`src/rtl/pic_core_pkg.sv`:
```
// Shared definitions for the PIC-style core: INTCON bit map, interrupt vector,
// interrupt FSM states and special-register reset values.
package pic_core_pkg;

  localparam int GIE_BIT  = 7;
  localparam int PEIE_BIT = 6;
  localparam int T0IE_BIT = 5;
  localparam int INTE_BIT = 4;
  localparam int RBIE_BIT = 3;
  localparam int T0IF_BIT = 2;
  localparam int INTF_BIT = 1;
  localparam int RBIF_BIT = 0;

  localparam logic [12:0] ISR_VECTOR = 13'h0004;

  localparam logic [7:0] INTCON_RST = 8'h00;
  localparam logic [7:0] PIE1_RST   = 8'h00;
  localparam logic [7:0] PIR1_RST   = 8'h00;

  typedef enum logic [1:0] {
    IDLE,
    ARMED,
    VECTOR,
    IN_ISR
  } int_state_t;

  // Any enabled source with its flag set, independent of GIE.
  function automatic logic irq_term(input logic [7:0] intcon,
                                    input logic [7:0] pie1,
                                    input logic [7:0] pir1);
    return (intcon[T0IE_BIT] & intcon[T0IF_BIT]) |
           (intcon[INTE_BIT] & intcon[INTF_BIT]) |
           (intcon[RBIE_BIT] & intcon[RBIF_BIT]) |
           (intcon[PEIE_BIT] & (|(pie1 & pir1)));
  endfunction

endpackage

```
`src/rtl/interrupt_controller_if.sv`:
```
// Register-file and sequencer handshake between the core and the interrupt controller.
interface interrupt_controller_if;
  logic       intcon_wr_en;
  logic [7:0] intcon_in;
  logic [7:0] intcon_out;
  logic       pie1_wr_en;
  logic [7:0] pie1_in;
  logic [7:0] pie1_out;
  logic       pir1_wr_en;
  logic [7:0] pir1_in;
  logic [7:0] pir1_out;
  logic       instr_boundary;
  logic       retfie_en;
  logic       pc_j_to_isr;
  logic       isr_active;

  modport master (
    output intcon_wr_en, intcon_in, pie1_wr_en, pie1_in, pir1_wr_en, pir1_in,
    output instr_boundary, retfie_en,
    input  intcon_out, pie1_out, pir1_out, pc_j_to_isr, isr_active
  );

  modport slave (
    input  intcon_wr_en, intcon_in, pie1_wr_en, pie1_in, pir1_wr_en, pir1_in,
    input  instr_boundary, retfie_en,
    output intcon_out, pie1_out, pir1_out, pc_j_to_isr, isr_active
  );
endinterface

```
`src/rtl/pin_sync_edge.sv`:
```
// Synchronises the asynchronous INT pin and produces a one-cycle edge pulse whose
// polarity follows intedg; the detector stays disarmed until the chain has filled.
module pin_sync_edge #(
  parameter int SYNC_STAGES = 2
) (
  input  logic clk,
  input  logic rst,
  input  logic pin,
  input  logic intedg,
  output logic edge_pulse
);

  localparam int ARM_CYCLES = SYNC_STAGES + 1;
  localparam int CNT_W      = $clog2(ARM_CYCLES + 1);

  logic [SYNC_STAGES-1:0] sync_q;
  logic                   prev_q;
  logic [CNT_W-1:0]       arm_cnt_q;
  logic                   armed;
  logic                   synced;

  assign synced = sync_q[SYNC_STAGES-1];
  assign armed  = (arm_cnt_q == CNT_W'(ARM_CYCLES));

  // NOTE: sequential state uses non-blocking assignments so every flop samples pre-edge values.
  always_ff @(posedge clk or negedge rst) begin
    if (!rst) begin
      sync_q    <= '0;
      prev_q    <= 1'b0;
      arm_cnt_q <= '0;
    end else begin
      sync_q <= {sync_q[SYNC_STAGES-2:0], pin};
      prev_q <= synced;
      if (!armed) arm_cnt_q <= arm_cnt_q + 1'b1;
    end
  end

  // Reset-cleared chain looks like a rising edge if the pin is already high; arming masks it.
  assign edge_pulse = armed & (intedg ? (synced & ~prev_q) : (~synced & prev_q));

endmodule

```
`src/rtl/interrupt_controller.sv`:
```
// Interrupt controller: INTCON/PIE1/PIR1 flag registers, pending logic and the
// vector/ISR tracking FSM that drives pc_j_to_isr into the program counter.
module interrupt_controller
  import pic_core_pkg::*;
#(
  parameter int SYNC_STAGES = 2,
  parameter int NUM_PERIPH  = 8
) (
  input  logic                   clk,
  input  logic                   rst,
  interrupt_controller_if.slave  bus,
  input  logic                   intedg,
  input  logic                   int_pin,
  input  logic                   t0_ovf,
  input  logic                   rb_change,
  input  logic [NUM_PERIPH-1:0]  periph_irq,
  output logic                   wake
);

  logic [7:0] intcon_q, intcon_nxt;
  logic [7:0] pie1_q, pie1_nxt;
  logic [7:0] pir1_q, pir1_nxt;
  logic [7:0] periph_set;
  logic       int_edge;
  logic       irq_any;
  logic       pend;
  logic       pc_j_q;
  int_state_t state_q, state_nxt;

  pin_sync_edge #(.SYNC_STAGES(SYNC_STAGES)) u_pin_sync_edge (
    .clk        (clk),
    .rst        (rst),
    .pin        (int_pin),
    .intedg     (intedg),
    .edge_pulse (int_edge)
  );

  assign periph_set = 8'(periph_irq);

  // Hardware events are applied after the software write so they win a same-cycle clear;
  // RETFIE is applied last so GIE always ends at 1.
  // NOTE: combinational blocks assign every output a default first so no latch is inferred.
  always_comb begin
    intcon_nxt = intcon_q;
    if (bus.intcon_wr_en) intcon_nxt = bus.intcon_in;
    if (t0_ovf)           intcon_nxt[T0IF_BIT] = 1'b1;
    if (int_edge)         intcon_nxt[INTF_BIT] = 1'b1;
    if (rb_change)        intcon_nxt[RBIF_BIT] = 1'b1;
    if (state_q == VECTOR) intcon_nxt[GIE_BIT] = 1'b0;
    if (bus.retfie_en)    intcon_nxt[GIE_BIT] = 1'b1;

    pie1_nxt = bus.pie1_wr_en ? bus.pie1_in : pie1_q;
    pir1_nxt = (bus.pir1_wr_en ? bus.pir1_in : pir1_q) | periph_set;
  end

  assign irq_any = irq_term(intcon_q, pie1_q, pir1_q);
  assign pend    = intcon_q[GIE_BIT] & irq_any;
  assign wake    = irq_any;

  always_comb begin
    state_nxt = state_q;
    unique case (state_q)
      IDLE:    if (pend) state_nxt = ARMED;
      ARMED:   if (!pend) state_nxt = IDLE;
               else if (bus.instr_boundary) state_nxt = VECTOR;
      VECTOR:  state_nxt = IN_ISR;
      IN_ISR:  if (bus.retfie_en) state_nxt = IDLE;
      default: state_nxt = IDLE;
    endcase
  end

  always_ff @(posedge clk or negedge rst) begin
    if (!rst) begin
      intcon_q <= INTCON_RST;
      pie1_q   <= PIE1_RST;
      pir1_q   <= PIR1_RST;
      state_q  <= IDLE;
      pc_j_q   <= 1'b0;
    end else begin
      intcon_q <= intcon_nxt;
      pie1_q   <= pie1_nxt;
      pir1_q   <= pir1_nxt;
      state_q  <= state_nxt;
      pc_j_q   <= (state_nxt == VECTOR);
    end
  end

  assign bus.intcon_out  = intcon_q;
  assign bus.pie1_out    = pie1_q;
  assign bus.pir1_out    = pir1_q;
  assign bus.pc_j_to_isr = pc_j_q;
  assign bus.isr_active  = (state_q == VECTOR) || (state_q == IN_ISR);

endmodule

```
`src/flat_wrapper.sv`:
```
// flat-port wrapper written by rule: the top's interface ports become plain ports
module interrupt_controller_flat import pic_core_pkg::*;
#(
  parameter int SYNC_STAGES = 2,
  parameter int NUM_PERIPH  = 8
)
  (clk, rst, intedg, int_pin, t0_ovf, rb_change, periph_irq, wake, bus_intcon_wr_en, bus_intcon_in, bus_pie1_wr_en, bus_pie1_in, bus_pir1_wr_en, bus_pir1_in, bus_instr_boundary, bus_retfie_en, bus_intcon_out, bus_pie1_out, bus_pir1_out, bus_pc_j_to_isr, bus_isr_active);
  interrupt_controller_if bus_i ();
  input  logic clk;
  input  logic rst;
  input  logic intedg;
  input  logic int_pin;
  input  logic t0_ovf;
  input  logic rb_change;
  input  logic [NUM_PERIPH-1:0] periph_irq;
  output logic wake;
  input wire logic [$bits(bus_i.intcon_wr_en)-1:0] bus_intcon_wr_en;
  input wire logic [$bits(bus_i.intcon_in)-1:0] bus_intcon_in;
  input wire logic [$bits(bus_i.pie1_wr_en)-1:0] bus_pie1_wr_en;
  input wire logic [$bits(bus_i.pie1_in)-1:0] bus_pie1_in;
  input wire logic [$bits(bus_i.pir1_wr_en)-1:0] bus_pir1_wr_en;
  input wire logic [$bits(bus_i.pir1_in)-1:0] bus_pir1_in;
  input wire logic [$bits(bus_i.instr_boundary)-1:0] bus_instr_boundary;
  input wire logic [$bits(bus_i.retfie_en)-1:0] bus_retfie_en;
  output wire logic [$bits(bus_i.intcon_out)-1:0] bus_intcon_out;
  output wire logic [$bits(bus_i.pie1_out)-1:0] bus_pie1_out;
  output wire logic [$bits(bus_i.pir1_out)-1:0] bus_pir1_out;
  output wire logic [$bits(bus_i.pc_j_to_isr)-1:0] bus_pc_j_to_isr;
  output wire logic [$bits(bus_i.isr_active)-1:0] bus_isr_active;
  assign bus_i.intcon_wr_en = bus_intcon_wr_en;
  assign bus_i.intcon_in = bus_intcon_in;
  assign bus_i.pie1_wr_en = bus_pie1_wr_en;
  assign bus_i.pie1_in = bus_pie1_in;
  assign bus_i.pir1_wr_en = bus_pir1_wr_en;
  assign bus_i.pir1_in = bus_pir1_in;
  assign bus_i.instr_boundary = bus_instr_boundary;
  assign bus_i.retfie_en = bus_retfie_en;
  assign bus_intcon_out = bus_i.intcon_out;
  assign bus_pie1_out = bus_i.pie1_out;
  assign bus_pir1_out = bus_i.pir1_out;
  assign bus_pc_j_to_isr = bus_i.pc_j_to_isr;
  assign bus_isr_active = bus_i.isr_active;
  interrupt_controller #(.SYNC_STAGES(SYNC_STAGES), .NUM_PERIPH(NUM_PERIPH)) u_core (.clk(clk), .rst(rst), .bus(bus_i), .intedg(intedg), .int_pin(int_pin), .t0_ovf(t0_ovf), .rb_change(rb_change), .periph_irq(periph_irq), .wake(wake));
endmodule
```
`config.mk`:
```
export PLATFORM = sky130hd
export DESIGN_NAME = interrupt_controller_flat
export DESIGN_NICKNAME = d
export VERILOG_FILES = /design/src/rtl/pic_core_pkg.sv /design/src/rtl/interrupt_controller_if.sv /design/src/rtl/pin_sync_edge.sv /design/src/rtl/interrupt_controller.sv /design/src/flat_wrapper.sv
export SDC_FILE = /design/constraint.sdc
export NUM_CORES = 1
export LEC_CHECK = 0
export CAP_MARGIN = 20
export CORE_MARGIN = 1.5
export CORE_UTILIZATION = 39
export CTS_CLUSTER_DIAMETER = 80
export DETAILED_ROUTE_END_ITERATION = 7
export GPL_TIMING_DRIVEN = 0
export PLACE_DENSITY = 0.79
export SYNTH_ARGS = -nofsm -noshare
export SYNTH_HDL_FRONTEND = slang
export SYNTH_HIERARCHICAL = 1
export SYNTH_SLANG_ARGS = --single-unit
export TNS_END_PERCENT = 50
```
`constraint.sdc`:
```
create_clock -name clk -period 1.5 [get_ports clk]
set_clock_uncertainty 0.2 [all_clocks]
set_input_delay 0.3 -clock clk [delete_from_list [all_inputs] [get_ports clk]]
set_output_delay 0.3 -clock clk [all_outputs]
set_load 0.05 [all_outputs]
```
Word level (Yosys, flattened, before mapping)
Cells that the tools add are included.

Bits in registers: 32. Output and inout bits: 27. Word-level logic and storage cells: 53.

Add/sub/neg operators: 1. Equality and inequality tests: 5. Mux-type cells: 13. Bitwise gates (word level): 15. Reductions and logical operators: 7.

Operators with widths (count): 8-bit 2-to-1 mux (2); 1-bit bitwise AND (8); 8-bit bitwise AND (1); 2-bit == test, second input constant (4); 2-bit 2-to-1 mux (4); 8-bit bitwise OR (1); 2-bit case mux with 4 select lines (1); 8-bit OR reduction (1); 1-bit 2-to-1 mux (6); 2-bit nonzero test (3); 1-bit bitwise OR (3); 3-bit nonzero test (1); 2-bit by 1-bit adder with 2-bit output, second input constant (1); 2-bit by 1-bit == test with 1-bit output, second input constant (1); 2-bit zero test (1); 1-bit inverter (2); 1-bit logical OR (1).

Logic depth before layout (Yosys ltp)
Word-level depth: 8. Depth in mapped cells: 4.

Modules after synthesis
The synthesis kept the hierarchy.

Modules (own cells, without submodules): interrupt_controller (times used 1, cells an instance 87, area each 1168.6 µm², seq. area each 675.6 µm²); pin_sync_edge (times used 1, cells an instance 11, area each 185.2 µm², seq. area each 125.1 µm²).

Worst setup path after synthesis
No wires, ideal clock.

Path type: reg-to-output. From: register u_core.pie1_q[0], in the netlist u_core/bus.pie1_out[0]. To: output wake. Arrival: 1352 ps. Required time: 1000 ps. Setup slack: -352 ps. Stages on the path, launching flop included: 5. Buffers on the path: 0. Path through: dfrtp_1 a22oi_2 nand4_2 a21oi_2 inv_1.

Word-level cells in the longest chain between the ends: 4.

RTL lines: from (decl) (RTL line interrupt_controller.sv:21) `logic [7:0] pie1_q, pie1_nxt;`; from (signal assigned) (RTL line interrupt_controller.sv:81) `pie1_q <= pie1_nxt;`; 8-bit bitwise AND (RTL line pic_core_pkg.sv:34) `(intcon[PEIE_BIT] & (|(pie1 & pir1)));`; 8-bit OR reduction (RTL line pic_core_pkg.sv:34); 1-bit bitwise AND (RTL line pic_core_pkg.sv:34); 1-bit bitwise OR (RTL line pic_core_pkg.sv:33) `(intcon[RBIE_BIT] & intcon[RBIF_BIT]) |`; to (decl) (RTL line flat_wrapper.sv:16) `output logic wake;`.

Every way passes these cells.

Worst setup path after layout
From: register u_core.pie1_q[4], in the netlist u_core/bus.pie1_out[4]. To: output wake.

The elaborated chain is that of the path after synthesis.

==> qor.yml <==
outcome:
  status: "complete, but fails checks"
  violations: "setup timing"
global_routing:
  first_global_vias: 1063
  grt_pass1_wl_mm: 4.857
  overflow: 0
  antenna_found_initial: 0
  grt_max_degree: 18
  grt_use_total_pct: 18.32
yosys:
  synth_seq_cells: 32
  synth_area_per_cell_sq_um: 13.81
  async_flop_share_pct: 100.0
  synth_top_area_share_pct: 59.15
  synthesis.nets: 142
  syn_inst: 98
  synthTopCellsByArea: "dfrtp_1, mux2_2, a211o_1"
  ys_warn_count: 6
  synthFlopType: "dfrtp_1"
  yosysUniqueCellTypes: 25
  netlist_top_cells_count: "dfrtp_1, mux2_2, nor2b_1"
  synth_edf_count: 0
  yosysSeqAreaShare_pct: 59.15
  yosys.cell_count.top_type: "dfrtp_1"
  netlist_area_sq_um: 1354
  yosysTopAreaCell: "dfrtp_1"
timing:
  whs_ps: 155.3
  hold_viol: 0
  setup_viol: 5
  period_needed_ps: 2008
  postLayoutSetupSlackWorst_ps: -507.5
  final_max_slew_viol_count: 0
  slew_headroom_pct: 42.53
  fin_crit_sh_pct: 133.8
  clock.fmax_ghz: 0.4981
  rsz0062_at_grt: "true"
  worst_pin_slew_ps: 859.4
hold_path:
  min_path_type: "flop to flop"
clocking:
  cts.path.max_buffers: 2
  cts_buffers: 5
  cts_sinks: 32
  root_buffer: "clkbuf_4"
  cts.clk_slew.worst_paths_ps: 100
  cts-htree-levels: 2
  cts_tree: "done"
  postCtsHoldBufs: 0
  clock_latency_ps: 330
routing:
  wl_per_cell_um: 14.84
  num_vias: 1079
  drt-total-wl_mm: 3.354
  route.detailed.drc: 0
  drt-pass1-iter-count: 4
  final_antenna_net_count: 0
  drt_iter0_markers: 26
  via_per_inst: 4.774
die:
  initial_core_util_pct: 40.57
  rows: 21
  die-width_um: 61.92
  core_area_sq_um: 3337
  die-height_um: 61.92
  io_pins: 70
  die-area_sq_um: 3833
setup_path:
  slowest_stage: "dfrtp_2"
  startpoint_type: "flop"
  critPathRequiredTime_ps: 1000
  path_max_fanout: 3
  crit_chain: "a22oi_2, nand4_2, a21oi_4, inv_4, buf_6"
  cp.arrival_ps: 1510
  critPathCaptureType: "output port"
  path_class: "flop to output port"
  slowest_delay_ps: 430
power_and_ir_drop:
  p_per_area_nw_per_um2: 1137
  p_leak_nw: 0.9414
  ir_drop_mv: 0.7603
finish:
  syn2layout_area_growth_pct: 66.73
  post-route-util_pct: 67.64
  drive_gt1_share_pct: 47.78
  layout.nets: 223
  layout.cells.non_filler: 226
  n_antenna_cell: 0
placed_design:
  port_buffers: 68
  post-dp-hpwl_mm: 2.501
  gp_congestion: 0.6749
  dp_cells: 213
job:
  maxCapViolations: 0
==> area by class of cell <==
class	instances	area, sq um
plain buffers	3	21.27
clock buffers	6	41.29
clock inverters	2	35.03
fillers	264	1080
inverters	1	6.256
multi-input cells	61	536.8
flip-flops and latches	32	827.0
well taps	46	57.56
repair buffers	75	732.0
==> final timing paths <==
path	start	end	slack, ps	cells after the start
worst max register to register	u_core/bus.pie1_out[4]	u_core/state_q[1]	-110	6
max in group asynchronous	rst	u_core/bus.pie1_out[3]	260	1
min in group asynchronous	rst	u_core/bus.intcon_out[6]	250	1
worst min-delay path	u_core/u_pin_sync_edge/sync_q[0]	u_core/u_pin_sync_edge/sync_q[1]	160	0
worst min register to register	u_core/u_pin_sync_edge/sync_q[0]	u_core/u_pin_sync_edge/sync_q[1]	160	0
worst max-delay path	u_core/bus.pie1_out[4]	wake	-510	5
==> power by group <==
part | internal, mW | switching (mW)
logic | 0.378 | 0.475
clock network | 0.349 | 0.300
registers | 0.970 | 0.0936
total | 1.70 | 0.868
==> layout by cell type (no fill, tap or decap), types with 2 or more instances in the layout <==
cell and instances:
dfrtp_2 21, nand3_1 2, clkbuf_4 5, clkdlybuf4s50_1 41, mux2_2 12, nor2b_1 12
nand2_1 5, a22oi_2 5, buf_4 19, a211o_1 11, buf_6 13, dfrtp_1 11
buf_2 3
==> kinds of logic after synthesis <==
family,after synthesis,share of synthesized area [%]
adders and majority gates,1,0.9241
AOI/OAI and AO/OA,21,14.05
muxes,15,12.66
buffers and inverters,5,2.125
xor gates and xnor gates,1,0.6471
and+or+nand+nor,23,10.44
DFF,32,59.15
==> layer usage <==
metal / global-route usage [%] / part of all wire (%)
met1: 22.43 / 41
met2: 28.27 / 51
met3: 8.282 / 6.6
met4: 7.295 / 1.3
met5: 0 / 0
==> critical path, delay by kind of cell, from the launching register on <==
family,cells,cell delay [ps]
and+or+nand+nor,1,170
buffers and inverters,2,180
DFF,1,430
AOI/OAI and AO/OA,2,410
==> registers in the layout, indices dropped and copies added (netlist names) <==
name	cells
u_core/bus.intcon_out	8
u_core/bus.pc_j_to_isr	1
u_core/bus.pie1_out	8
u_core/bus.pir1_out	8
u_core/state_q	2
u_core/u_pin_sync_edge/arm_cnt_q	2
u_core/u_pin_sync_edge/prev_q	1
u_core/u_pin_sync_edge/sync_q	2
==> what timing repair did <==
action                                  CTS  global route
setup buffers                             4             2
pin swaps                                 3             3
resized for setup                       122            67
endpoints found under the setup margin   27            28
==> stage by stage <==
step | power [mW] | setup TNS, ps | worst slack, ps | instance area (sq um)
after floorplan | 1.539 | -162.8 | -162.8 | 1386
after global placement | 1.862 | -29680 | -751.5 | 2125
after detailed placement | 1.890 | -10680 | -717.4 | 2152
after CTS | 2.541 | -2008 | -575.9 | 2227
after global routing | 2.702 | -1226 | -616.5 | 2257
final | 2.566 | -795.2 | -507.5 | 2257
No activity file was read; power rests on OpenSTA's default activity.
